[src/rtl/morse_keyer.sv]
// Morse keyer: synchronizes and debounces a raw key, classifies each press
// as a dot or a line by its length, and closes a letter after a long
// enough release. All outputs are registered.
module morse_keyer #(
  parameter int DEBOUNCE_CYCLES = 16,
  parameter int DOT_MAX_CYCLES  = 12500000,
  parameter int GAP_CYCLES      = 25000000,
  parameter int MAX_SYMBOLS     = 5
) (
  input  logic       clock,
  input  logic       reset,
  input  logic       key_in,
  output logic       key_down,
  output logic       ld_dot,
  output logic       ld_line,
  output logic       letter_done,
  output logic [2:0] symbol_count,
  output logic       overflow
);

  localparam int DebW   = $clog2(DEBOUNCE_CYCLES + 1);
  localparam int PressW = $clog2(DOT_MAX_CYCLES + 1);
  localparam int GapW   = $clog2(GAP_CYCLES + 1);

  localparam logic [DebW-1:0]   DebLast  = DebW'(DEBOUNCE_CYCLES - 1);
  localparam logic [PressW-1:0] PressMax = PressW'(DOT_MAX_CYCLES);
  localparam logic [GapW-1:0]   GapMax   = GapW'(GAP_CYCLES);
  localparam logic [2:0]        SymMax   = 3'(MAX_SYMBOLS);

  typedef enum logic [1:0] {
    IDLE,
    PRESSED,
    GAP
  } state_t;

  logic              syncMeta_q;
  logic              syncKey_q;
  logic [DebW-1:0]   debCnt_q,   debCnt_d;
  logic              keyDown_q,  keyDown_d;
  state_t            state_q,    state_d;
  logic [PressW-1:0] pressCnt_q, pressCnt_d;
  logic [GapW-1:0]   gapCnt_q,   gapCnt_d;
  logic [2:0]        symCnt_q,   symCnt_d;
  logic              ovf_q,      ovf_d;
  logic              dot_q,      dot_d;
  logic              line_q,     line_d;
  logic              done_q,     done_d;
  logic [PressW-1:0] pressInc;
  logic [GapW-1:0]   gapInc;

  // Two-flop synchronizer: the raw key is asynchronous to the clock.
  always_ff @(posedge clock or posedge reset) begin
    if (reset) begin
      syncMeta_q <= 1'b0;
      syncKey_q  <= 1'b0;
    end else begin
      syncMeta_q <= key_in;
      syncKey_q  <= syncMeta_q;
    end
  end

  // Debounce: accept a new level only after it has held for the full run of edges.
  always_comb begin
    debCnt_d  = '0;
    keyDown_d = keyDown_q;
    if (syncKey_q != keyDown_q) begin
      if (debCnt_q == DebLast) begin
        keyDown_d = syncKey_q;
        debCnt_d  = '0;
      end else begin
        debCnt_d = debCnt_q + DebW'(1);
      end
    end
  end

  // Debounce state registers.
  always_ff @(posedge clock or posedge reset) begin
    if (reset) begin
      debCnt_q  <= '0;
      keyDown_q <= 1'b0;
    end else begin
      debCnt_q  <= debCnt_d;
      keyDown_q <= keyDown_d;
    end
  end

  // Keyer FSM next state: the press length seen on the release edge includes that edge.
  always_comb begin
    state_d    = state_q;
    pressCnt_d = pressCnt_q;
    gapCnt_d   = gapCnt_q;
    symCnt_d   = symCnt_q;
    ovf_d      = ovf_q;
    dot_d      = 1'b0;
    line_d     = 1'b0;
    done_d     = 1'b0;
    pressInc   = (pressCnt_q == PressMax) ? PressMax : pressCnt_q + PressW'(1);
    gapInc     = (gapCnt_q == GapMax) ? GapMax : gapCnt_q + GapW'(1);

    case (state_q)
      IDLE: begin
        if (keyDown_q) begin
          state_d    = PRESSED;
          pressCnt_d = '0;
        end
      end

      PRESSED: begin
        if (keyDown_q) begin
          pressCnt_d = pressInc;
        end else begin
          if (symCnt_q == SymMax) begin
            ovf_d = 1'b1;
          end else begin
            symCnt_d = symCnt_q + 3'd1;
            if (pressInc == PressMax) begin
              line_d = 1'b1;
            end else begin
              dot_d = 1'b1;
            end
          end
          state_d    = GAP;
          gapCnt_d   = '0;
          pressCnt_d = '0;
        end
      end

      GAP: begin
        if (keyDown_q) begin
          state_d    = PRESSED;
          pressCnt_d = '0;
          gapCnt_d   = '0;
        end else if (gapInc == GapMax) begin
          state_d  = IDLE;
          done_d   = 1'b1;
          symCnt_d = '0;
          ovf_d    = 1'b0;
          gapCnt_d = '0;
        end else begin
          gapCnt_d = gapInc;
        end
      end

      default: begin
        state_d    = IDLE;
        pressCnt_d = '0;
        gapCnt_d   = '0;
      end
    endcase
  end

  // Keyer FSM state, counters and registered output pulses.
  always_ff @(posedge clock or posedge reset) begin
    if (reset) begin
      state_q    <= IDLE;
      pressCnt_q <= '0;
      gapCnt_q   <= '0;
      symCnt_q   <= '0;
      ovf_q      <= 1'b0;
      dot_q      <= 1'b0;
      line_q     <= 1'b0;
      done_q     <= 1'b0;
    end else begin
      state_q    <= state_d;
      pressCnt_q <= pressCnt_d;
      gapCnt_q   <= gapCnt_d;
      symCnt_q   <= symCnt_d;
      ovf_q      <= ovf_d;
      dot_q      <= dot_d;
      line_q     <= line_d;
      done_q     <= done_d;
    end
  end

  assign key_down     = keyDown_q;
  assign ld_dot       = dot_q;
  assign ld_line      = line_q;
  assign letter_done  = done_q;
  assign symbol_count = symCnt_q;
  assign overflow     = ovf_q;

endmodule

[config.mk]
export PLATFORM = sky130hd
export DESIGN_NAME = morse_keyer
export DESIGN_NICKNAME = d
export VERILOG_FILES = /design/src/rtl/morse_keyer.sv
export SDC_FILE = /design/constraint.sdc
export NUM_CORES = 1
export LEC_CHECK = 0
export CAP_MARGIN = 20
export CORE_ASPECT_RATIO = 0.5
export CORE_UTILIZATION = 55
export DETAILED_ROUTE_END_ITERATION = 12
export PLACE_DENSITY = 0.72
export SYNTH_ARGS = -nofsm -noshare
export SYNTH_HDL_FRONTEND = slang
export SYNTH_SLANG_ARGS = --single-unit
export TNS_END_PERCENT = 50
[constraint.sdc]
create_clock -name clock -period 6.3 [get_ports clock]
set_clock_uncertainty 0.05 [all_clocks]
set_input_delay 0.945 -clock clock [delete_from_list [all_inputs] [get_ports clock]]
set_output_delay 0.945 -clock clock [all_outputs]
set_load 0.02 [all_outputs]
# --- After elaboration in Yosys (flattened, before gate mapping) ---
# Index checks and enable logic that the tools add are counted.
word_totals:
  out_inout_bits: 8
  ff_bits: 66
  word_cells: 79
  input_bits: 3
classes:
  n_bitwise: 1
  n_mux: 37
  n_reduce_logical: 8
  n_eq_ne: 17
  add_sub_neg: 4
op_table:
  columns: ["operator", "count"]
  rows:
  - ["25-bit 2-to-1 mux", 4]
  - ["25-bit one-hot mux with 3 select lines", 1]
  - ["24-bit 2-to-1 mux", 3]
  - ["25-bit == test (second input constant)", 2]
  - ["24-bit == test (second input constant)", 2]
  - ["24-bit one-hot mux with 2 select lines", 1]
  - ["25-bit by 1-bit adder with 25-bit output (second input constant)", 1]
  - ["24-bit by 1-bit adder with 24-bit output (second input constant)", 1]
  - ["1-bit 2-to-1 mux", 15]
  - ["3-bit 2-to-1 mux", 4]
  - ["2-bit inequality test (second input constant)", 6]
  - ["5-bit 2-to-1 mux", 2]
  - ["5-bit AND reduction", 2]
  - ["2-bit 2-to-1 mux", 4]
  - ["2-bit one-hot mux with 3 select lines", 1]
  - ["3-bit one-hot mux with 2 select lines", 1]
  - ["5-bit by 1-bit adder with 5-bit output (second input constant)", 1]
  - ["5-bit by 4-bit == test with 1-bit output (second input constant)", 1]
  - ["2-bit AND reduction", 2]
  - ["3-bit by 1-bit adder with 3-bit output (second input constant)", 1]
  - ["3-bit == test (second input constant)", 1]
  - ["3-bit inequality test (second input constant)", 1]
  - ["3-bit AND reduction", 1]
  - ["2-bit by 1-bit == test with 1-bit output (second input constant)", 1]
  - ["8 further kinds", 8]

# --- Longest topological paths before layout ---
# Gate-level depths: netlist of the first run.
logic_depth:
  word_depth: 7
  ltp_mapped: 11

# --- Worst setup path after synthesis of the first run ---
# Ideal clock, no wire load.
synth_timing:
  kind: "register -> register"
  start: "reg gapCnt_q[0]"
  end: "reg gapCnt_q[18]"
  synth_period_minus_slack_ns: 2.527
  arrival_time_ns: 2.342
  setup_ns: 0.135
  n_path_buf: 2
  t_required_ns: 6.115
  stages_incl_launch_ff: 12
  path_slack_ns: 3.773
  cell_sequence: "dfrtp_1 -> ha_1 -> nand3_2 -> or2_4 -> buf_6 -> nor4_4 -> o2111ai_1 -> nor3b_2 -> nand4b_2 -> buf_6 -> o211ai_2 -> o211ai_1"
synth_between:
  elab_chain_cells: 6
  elab_cells_between_ends: 7
  classes_between: "1 x add/sub; 2 x eq/ne; 4 x mux"
synth_lines:
  columns: ["item", "line_no", "text"]
  rows:
  - ["start, declared", "42", "logic [GapW-1:0] gapCnt_q, gapCnt_d;"]
  - ["start signal, assigned", "166", "gapCnt_q <= gapCnt_d;"]
  - ["25-bit by 1-bit adder with 25-bit output / 25-bit == test (equally long branches)", "98", "gapInc = (gapCnt_q == GapMax) ? GapMax : gapCnt_q + GapW'(1);"]
  - ["25-bit 2-to-1 mux *", "98", null]
  - ["25-bit == test", "133", "end else if (gapInc == GapMax) begin"]
  - ["25-bit 2-to-1 mux *", "133", null]
  - ["25-bit 2-to-1 mux *", "129", "if (keyDown_q) begin"]
  - ["25-bit one-hot mux with 3 select lines *", "100", "case (state_q)"]
# Mark *: on every way between the ends. The rest lies on a longest branch, timed or not.
# A chain may end at the register's enable or synchronous reset.

# --- Worst setup path after layout of the first run ---
layout_timing:
  start: "reg gapCnt_q[0]"
  end: "reg gapCnt_q[21]"
# Same word-level chain as after synthesis.

==> results of run 1 <==
final timing paths:
kind | slack [ps] | to
min reg2reg | 300 | syncKey_q$_DFF_PP0_
min | 300 | syncKey_q$_DFF_PP0_
max reg2reg | 3150 | gapCnt_q[21]$_DFFE_PP0P_
min in group asynchronous | 1130 | debCnt_q[0]$_DFF_PP0_
max in group asynchronous | 4550 | gapCnt_q[19]$_DFFE_PP0P_
max | 3150 | gapCnt_q[21]$_DFFE_PP0P_
metal layers:
metal	part of all wire, %	up-vias	GRT usage (%)
met5	0	-	0
met4	1.7	0	8.382
met3	5.1	18	8.388
met2	46	102	43.45
met1	47	1850	35.28
li1	-	1906	-
report_power, final:
| group | internal [W] | total, W | switching [W] |
|---|---|---|---|
| sequential | 0.000429 | 0.000434 | 0.00000543 |
| combinational | 0.00000933 | 0.0000288 | 0.0000195 |
| clock | 0.000297 | 0.000477 | 0.000180 |
| total | 0.000736 | 0.000941 | 0.000205 |
cells in the final DEF (no fill, tap or decap), types with 5 or more instances in the layout:
cell,count
a21oi_1,26
a31oi_1,10
and2_1,8
and3_1,14
buf_4,6
clkbuf_16,9
clkdlybuf4s50_1,10
dfrtp_1,66
ha_1,7
inv_1,15
nand2_1,81
nand3_1,18
nand4_1,12
nor2_1,43
nor2b_1,7
nor3_1,14
o21ai_0,40
o221ai_2,5
o31ai_1,17
o41ai_1,5
or4_1,5
xnor2_1,5
xor2_1,11
critical path, delay by kind of cell (launching register included):
| kind | cells | cell delay, ps |
|---|---|---|
| AOI/OAI and AO/OA | 3 | 780 |
| DFF | 1 | 440 |
| and+or+nand+nor | 5 | 1480 |
| adders and majority gates | 1 | 270 |
metrics by stage:
step,util (%),worst slack (ps),cells
2_1_floorplan,-,3650,527
3_3_place_gp,60.10,3262,617
3_5_place_dp,60.10,3194,617
4_1_cts,63.85,3190,633
5_1_grt,63.85,2877,633
6_report,63.85,3153,633
logic make-up after synthesis:
group           Yosys count  share of synthesized area, %
flops                    66                         37.20
fa+ha+maj                 7                         1.973
compound gates          135                         20.66
buf+inv                  51                         5.355
xor+xnor                 16                         3.157
mux                       4                        0.9020
simple gates            248                         30.75
state kept, by name (all words and copies together), names as in the netlist:
name,count
gapCnt_q,25
key_down,1
syncMeta_q,1
ld_line,1
letter_done,1
debCnt_q,5
syncKey_q,1
ld_dot,1
state_q,2
symbol_count,3
overflow,1
pressCnt_q,24
layout make-up:
| class | instances | share of cell area [%] |
|---|---|---|
| inverters | 17 | 1.320 |
| multi-input cells | 410 | 52.83 |
| clock buffers | 14 | 5.669 |
| clock inverters | 2 | 0.2071 |
| well taps | 108 | 2.796 |
| repair buffers | 16 | 3.003 |
| flip-flops and latches | 66 | 34.17 |
==> impl_metrics.env, run 1 <==
export IMPL_critPathKind="register to register"
export IMPL_netlist_instances=527
export IMPL_wire_per_inst_um=16.06
export IMPL_p_per_area_nw_per_um2=194.6
export IMPL_layout_drive_gt1_share_pct=10.29
export IMPL_async_flop_share_pct=100.0
export IMPL_synth_flop_cell="dfrtp_1"
export IMPL_min_delay_start="syncMeta_q$_DFF_PP0_"
export IMPL_antenna_found_initial=0
export IMPL_total_power_w=0.0009406
export IMPL_initial_core_util_pct=58.64
export IMPL_slowest_stage="o21ai_2"
export IMPL_synth_most_common_cell="nand2_1"
export IMPL_worst_hold_slack_ps=297.1
export IMPL_cts_resized=0
export IMPL_ir_drop_uv=154.7
export IMPL_antennaDiodeCount=0
export IMPL_grt_overflow_total=0
export IMPL_max_slew_margin_pct=45.30
export IMPL_numClockSinks=66
export IMPL_stdcell_area_um2=4833
export IMPL_worstHoldPathCells=0
export IMPL_slew_viol_final=0
export IMPL_cp_max_fo=12
export IMPL_finalCriticalPeriod_ps=3147
export IMPL_run_status="completed"
export IMPL_multiInputGateArea_um2=2554
export IMPL_finalCritPeriodShare_pct=49.95
export IMPL_finalSetupTns_ps=0
export IMPL_synth_edf_count=0
export IMPL_critical_path_max_stage_delay_ps=470
export IMPL_r2r_cells=9
export IMPL_arrival_ps=3300
export IMPL_clk_pin_slew_ps=50
export IMPL_min_path_type="register to register"
export IMPL_vias=3876
export IMPL_clk_latency_ps=340
export IMPL_route_detailed_drc=0
export IMPL_startpoint="gapCnt_q[0]$_DFFE_PP0P_"
export IMPL_cts_path_max_buffers=2
export IMPL_grt_max_degree=67
export IMPL_path_cells="ha_1 > nand3_2 > or2_4 > nor4_4 > o2111ai_1 > nor3b_2 > nand4b_2 > o21ai_2 > o211ai_1"
export IMPL_fmax_ghz=0.3178
export IMPL_hold_buffers=0
export IMPL_firstDrtPassIters=5
export IMPL_hold_viol_final=0
export IMPL_dieArea_um2=8456
export IMPL_dp_hpwl_um=6853
export IMPL_area_growth_syn_to_layout_pct=8.878
export IMPL_setup_viol=0
export IMPL_die_w_um=129.1
export IMPL_numCtsBuffers=9
export IMPL_rows=22
export IMPL_rr_startpoint="gapCnt_q[0]$_DFFE_PP0P_"
export IMPL_htree_levels=3
export IMPL_finalNetCount=530
export IMPL_grt_pass1_vias=3581
export IMPL_vias_per_cell=6.123
export IMPL_numPortBuffers=10
export IMPL_drt_iter0_drc=291
export IMPL_ys_types=70
export IMPL_die_h_um=65.53
export IMPL_grt_pass1_wl_um=17500
export IMPL_placed_area_um2=4549
export IMPL_netlist_top_cells_area="dfrtp_1 (37%), nand2_1 (6.8%), o21ai_0 (4.5%)"
export IMPL_synth_seq_cells=66
export IMPL_yosysSeqAreaShare_pct=37.20
export IMPL_n_fill_cell=670
export IMPL_crit_path_end_kind="register"
export IMPL_syn_area_um2=4439
export IMPL_core_area_um2=7570
export IMPL_postRouteWirelength_um=10170
export IMPL_syn_num_nets=537
export IMPL_synth_common_cells="nand2_1 (81), dfrtp_1 (66), nor2_1 (43)"
export IMPL_ios=11
export IMPL_cts_tree="done"
export IMPL_start_kind="register"
export IMPL_post_cts_buffers=0
export IMPL_max_cap_viol_count=0
export IMPL_place_gp_congestion=0.9521
export IMPL_seq_area_um2=1652
export IMPL_ant_nets=0
export IMPL_syn_area_per_cell_um2=8.424
export IMPL_root_buffer="clkbuf_16"
export IMPL_rsz0062_at_grt="no"
export IMPL_synth_top_area_share_pct=37.20
export IMPL_yosysTopAreaCell="dfrtp_1"
export IMPL_worst_pin_slew_ps=820.5
export IMPL_p_leak_nw=2.047
export IMPL_grt_usage_pct=27.13
export IMPL_ys_warn_count=0
export IMPL_cp_required_ps=6460
No activity file was read; power rests on OpenSTA's default activity.
==> run 2: changes to the inputs <==
==> constraint.sdc (replaced) <==
create_clock -name clock -period 3.1 [get_ports clock]
set_clock_uncertainty 0.05 [all_clocks]
set_input_delay 0.465 -clock clock [delete_from_list [all_inputs] [get_ports clock]]
set_output_delay 0.465 -clock clock [all_outputs]
set_load 0.02 [all_outputs]
==> impl_metrics.env, run 2 (synthesis gave the netlist of run 1 again) <==
export IMPL_crit_buf_inv=1
export IMPL_min_delay_start="syncMeta_q$_DFF_PP0_"
export IMPL_n_fill_cell=610
export IMPL_postLayoutCoreUtil_pct=65.55
export IMPL_antenna_found_initial=0
export IMPL_route_detailed_drc=0
export IMPL_cp_max_fo=7
export IMPL_root_buffer="clkbuf_16"
export IMPL_numClockSinks=66
export IMPL_largest_reg_flops=25
export IMPL_cp_required_ps=3270
export IMPL_path_cells="ha_1 > xor2_1 > or3b_2 > a21oi_1 > o2111ai_1 > nor3b_2 > nand4b_4 > buf_4 > o221ai_2 > nand2_1"
export IMPL_p_leak_nw=2.127
export IMPL_firstDrtPassIters=5
export IMPL_cts_path_max_buffers=2
export IMPL_clk_pin_slew_ps=50
export IMPL_drt_iter0_drc=388
export IMPL_numPortBuffers=10
export IMPL_fmax_ghz=0.3443
export IMPL_finalCritPeriodShare_pct=93.69
export IMPL_start_kind="register"
export IMPL_worstHoldPathCells=0
export IMPL_wire_per_inst_um=16.22
export IMPL_max_cap_viol_count=0
export IMPL_slowest_stage="or3b_2"
export IMPL_rows=22
export IMPL_die_w_um=129.1
export IMPL_arrival_ps=3070
export IMPL_antennaDiodeCount=0
export IMPL_htree_levels=3
export IMPL_rsz0062_at_grt="no"
export IMPL_dieArea_um2=8456
export IMPL_grt_max_degree=35
export IMPL_die_h_um=65.53
export IMPL_layout_commonest_cell="nand2_1"
export IMPL_vias=3898
export IMPL_worst_pin_slew_ps=752.4
export IMPL_initial_core_util_pct=58.64
export IMPL_finalNetCount=542
export IMPL_crit_path_end_kind="register"
export IMPL_dp_hpwl_um=7308
export IMPL_postRouteWirelength_um=10460
export IMPL_reg_largest_list="gapCnt_q x25, pressCnt_q x24, debCnt_q x5"
export IMPL_setup_viol=0
export IMPL_place_gp_congestion=0.9518
export IMPL_grt_pass1_vias=3731
export IMPL_hold_buffers=0
export IMPL_rr_startpoint="gapCnt_q[0]$_DFFE_PP0P_"
export IMPL_ios=11
export IMPL_ant_nets=0
export IMPL_p_seq_share_pct=46.3
export IMPL_ir_drop_uv=288.7
export IMPL_finalSetupTns_ps=0
export IMPL_p_int_w=0.001497
export IMPL_r2r_cells=10
export IMPL_run_status="completed"
export IMPL_vias_per_cell=6.043
export IMPL_mostFrequentLayoutCells="nand2_1 (81), dfrtp_1 (66), nor2_1 (42)"
export IMPL_cp_depth=10
export IMPL_startpoint="gapCnt_q[0]$_DFFE_PP0P_"
export IMPL_finalCriticalPeriod_ps=2904
export IMPL_max_slew_margin_pct=49.77
export IMPL_area_growth_syn_to_layout_pct=11.78
export IMPL_slew_viol_final=0
export IMPL_grt_pass1_wl_um=18070
export IMPL_core_area_um2=7570
export IMPL_p_sw_w=0.0004094
export IMPL_cts_tree="done"
export IMPL_min_path_type="register to register"
export IMPL_hold_viol_final=0
export IMPL_layout_drive_gt1_share_pct=12.48
export IMPL_critical_path_max_stage_delay_ps=460
export IMPL_critPathKind="register to register"
export IMPL_grt_usage_pct=27.73
export IMPL_comb_power_share_pct=3.3
export IMPL_cp_top_family="simple AND/OR/NAND/NOR gates"
export IMPL_clk_latency_ps=330
export IMPL_p_clk_share_pct=50.4
export IMPL_regMostFlops="gapCnt_q"
export IMPL_switching_share_pct=21.47
export IMPL_grt_overflow_total=0
export IMPL_numCtsBuffers=9
export IMPL_p_per_area_nw_per_um2=384.3
==> run 2: cell count changes in the layout (fill, tap and decap cells not counted), sizes merged <==
cell and change:
buf +12
==> run 2: power groups by stage <==
stage	clock, W	sequential [W]	combinational [W]
5_1_grt	0.00102	0.000885	0.0000723
3_5_place_dp	0	0.000898	0.0000631
4_1_cts	0.000979	0.000883	0.0000634
2_1_floorplan	0	0.000896	0.0000407
6_report	0.000961	0.000883	0.0000623
3_3_place_gp	0	0.000897	0.0000620
==> run 2: worst paths after layout <==
check	slack, ps	to
worst max-delay path	200	gapCnt_q[6]$_DFFE_PP0P_
worst min-delay path	300	syncKey_q$_DFF_PP0_
worst min register to register	300	syncKey_q$_DFF_PP0_
min in group asynchronous	540	debCnt_q[1]$_DFF_PP0_
max in group asynchronous	1820	gapCnt_q[17]$_DFFE_PP0P_
worst max register to register	200	gapCnt_q[6]$_DFFE_PP0P_
==> run 2: cell type report <==
class / count / area, um2 / area share (%)
clock inverters: 2 / 10.01 / 0.2017
inverters: 17 / 63.81 / 1.286
repair buffers: 28 / 247.7 / 4.992
well taps: 108 / 135.1 / 2.723
flip-flops and latches: 66 / 1652 / 33.28
clock buffers: 14 / 274.0 / 5.522
multi-input cells: 410 / 2580 / 51.99
==> run 2: what timing repair did <==
action	4_1_cts	5_1_grt
resized for setup	0	4
endpoints found under the setup margin	0	10
setup buffers	0	1
==> run 2: metrics by stage <==
stage / cells / setup WS, ps / total power (W) / area, um2 / hold WS (ps)
after CTS: 644 / 194.2 / 0.001925 / 4928 / 308.5
after global placement: 628 / 291.4 / 0.0009589 / 4644 / 282.3
after global routing: 645 / 7.093 / 0.001980 / 4962 / 324.4
after detailed placement: 628 / 211.1 / 0.0009608 / 4644 / 297.2
final: 645 / 195.6 / 0.001907 / 4962 / 303.8
after floorplan: 527 / 573.0 / 0.0009366 / 4439 / 281.2
==> run 2: per-layer routing <==
layer | GRT usage [%] | up-vias | wire (um)
met5 | 0 | - | 0
met4 | 10.44 | 0 | 166
met3 | 5.456 | 21 | 432
met2 | 46.08 | 86 | 4817
met1 | 36.11 | 1849 | 5043
li1 | - | 1942 | -
==> run 3: changes to the inputs <==
--- a/config.mk
+++ b/config.mk
@@ -10,6 +10,7 @@
 export CORE_UTILIZATION = 55
 export DETAILED_ROUTE_END_ITERATION = 12
 export PLACE_DENSITY = 0.72
+export SKIP_CTS_REPAIR_TIMING = 1
 export SYNTH_ARGS = -nofsm -noshare
 export SYNTH_HDL_FRONTEND = slang
 export SYNTH_SLANG_ARGS = --single-unit
==> results of run 3 <==
Same layout as run 2: the final DEF is identical, and so are final timing and power.
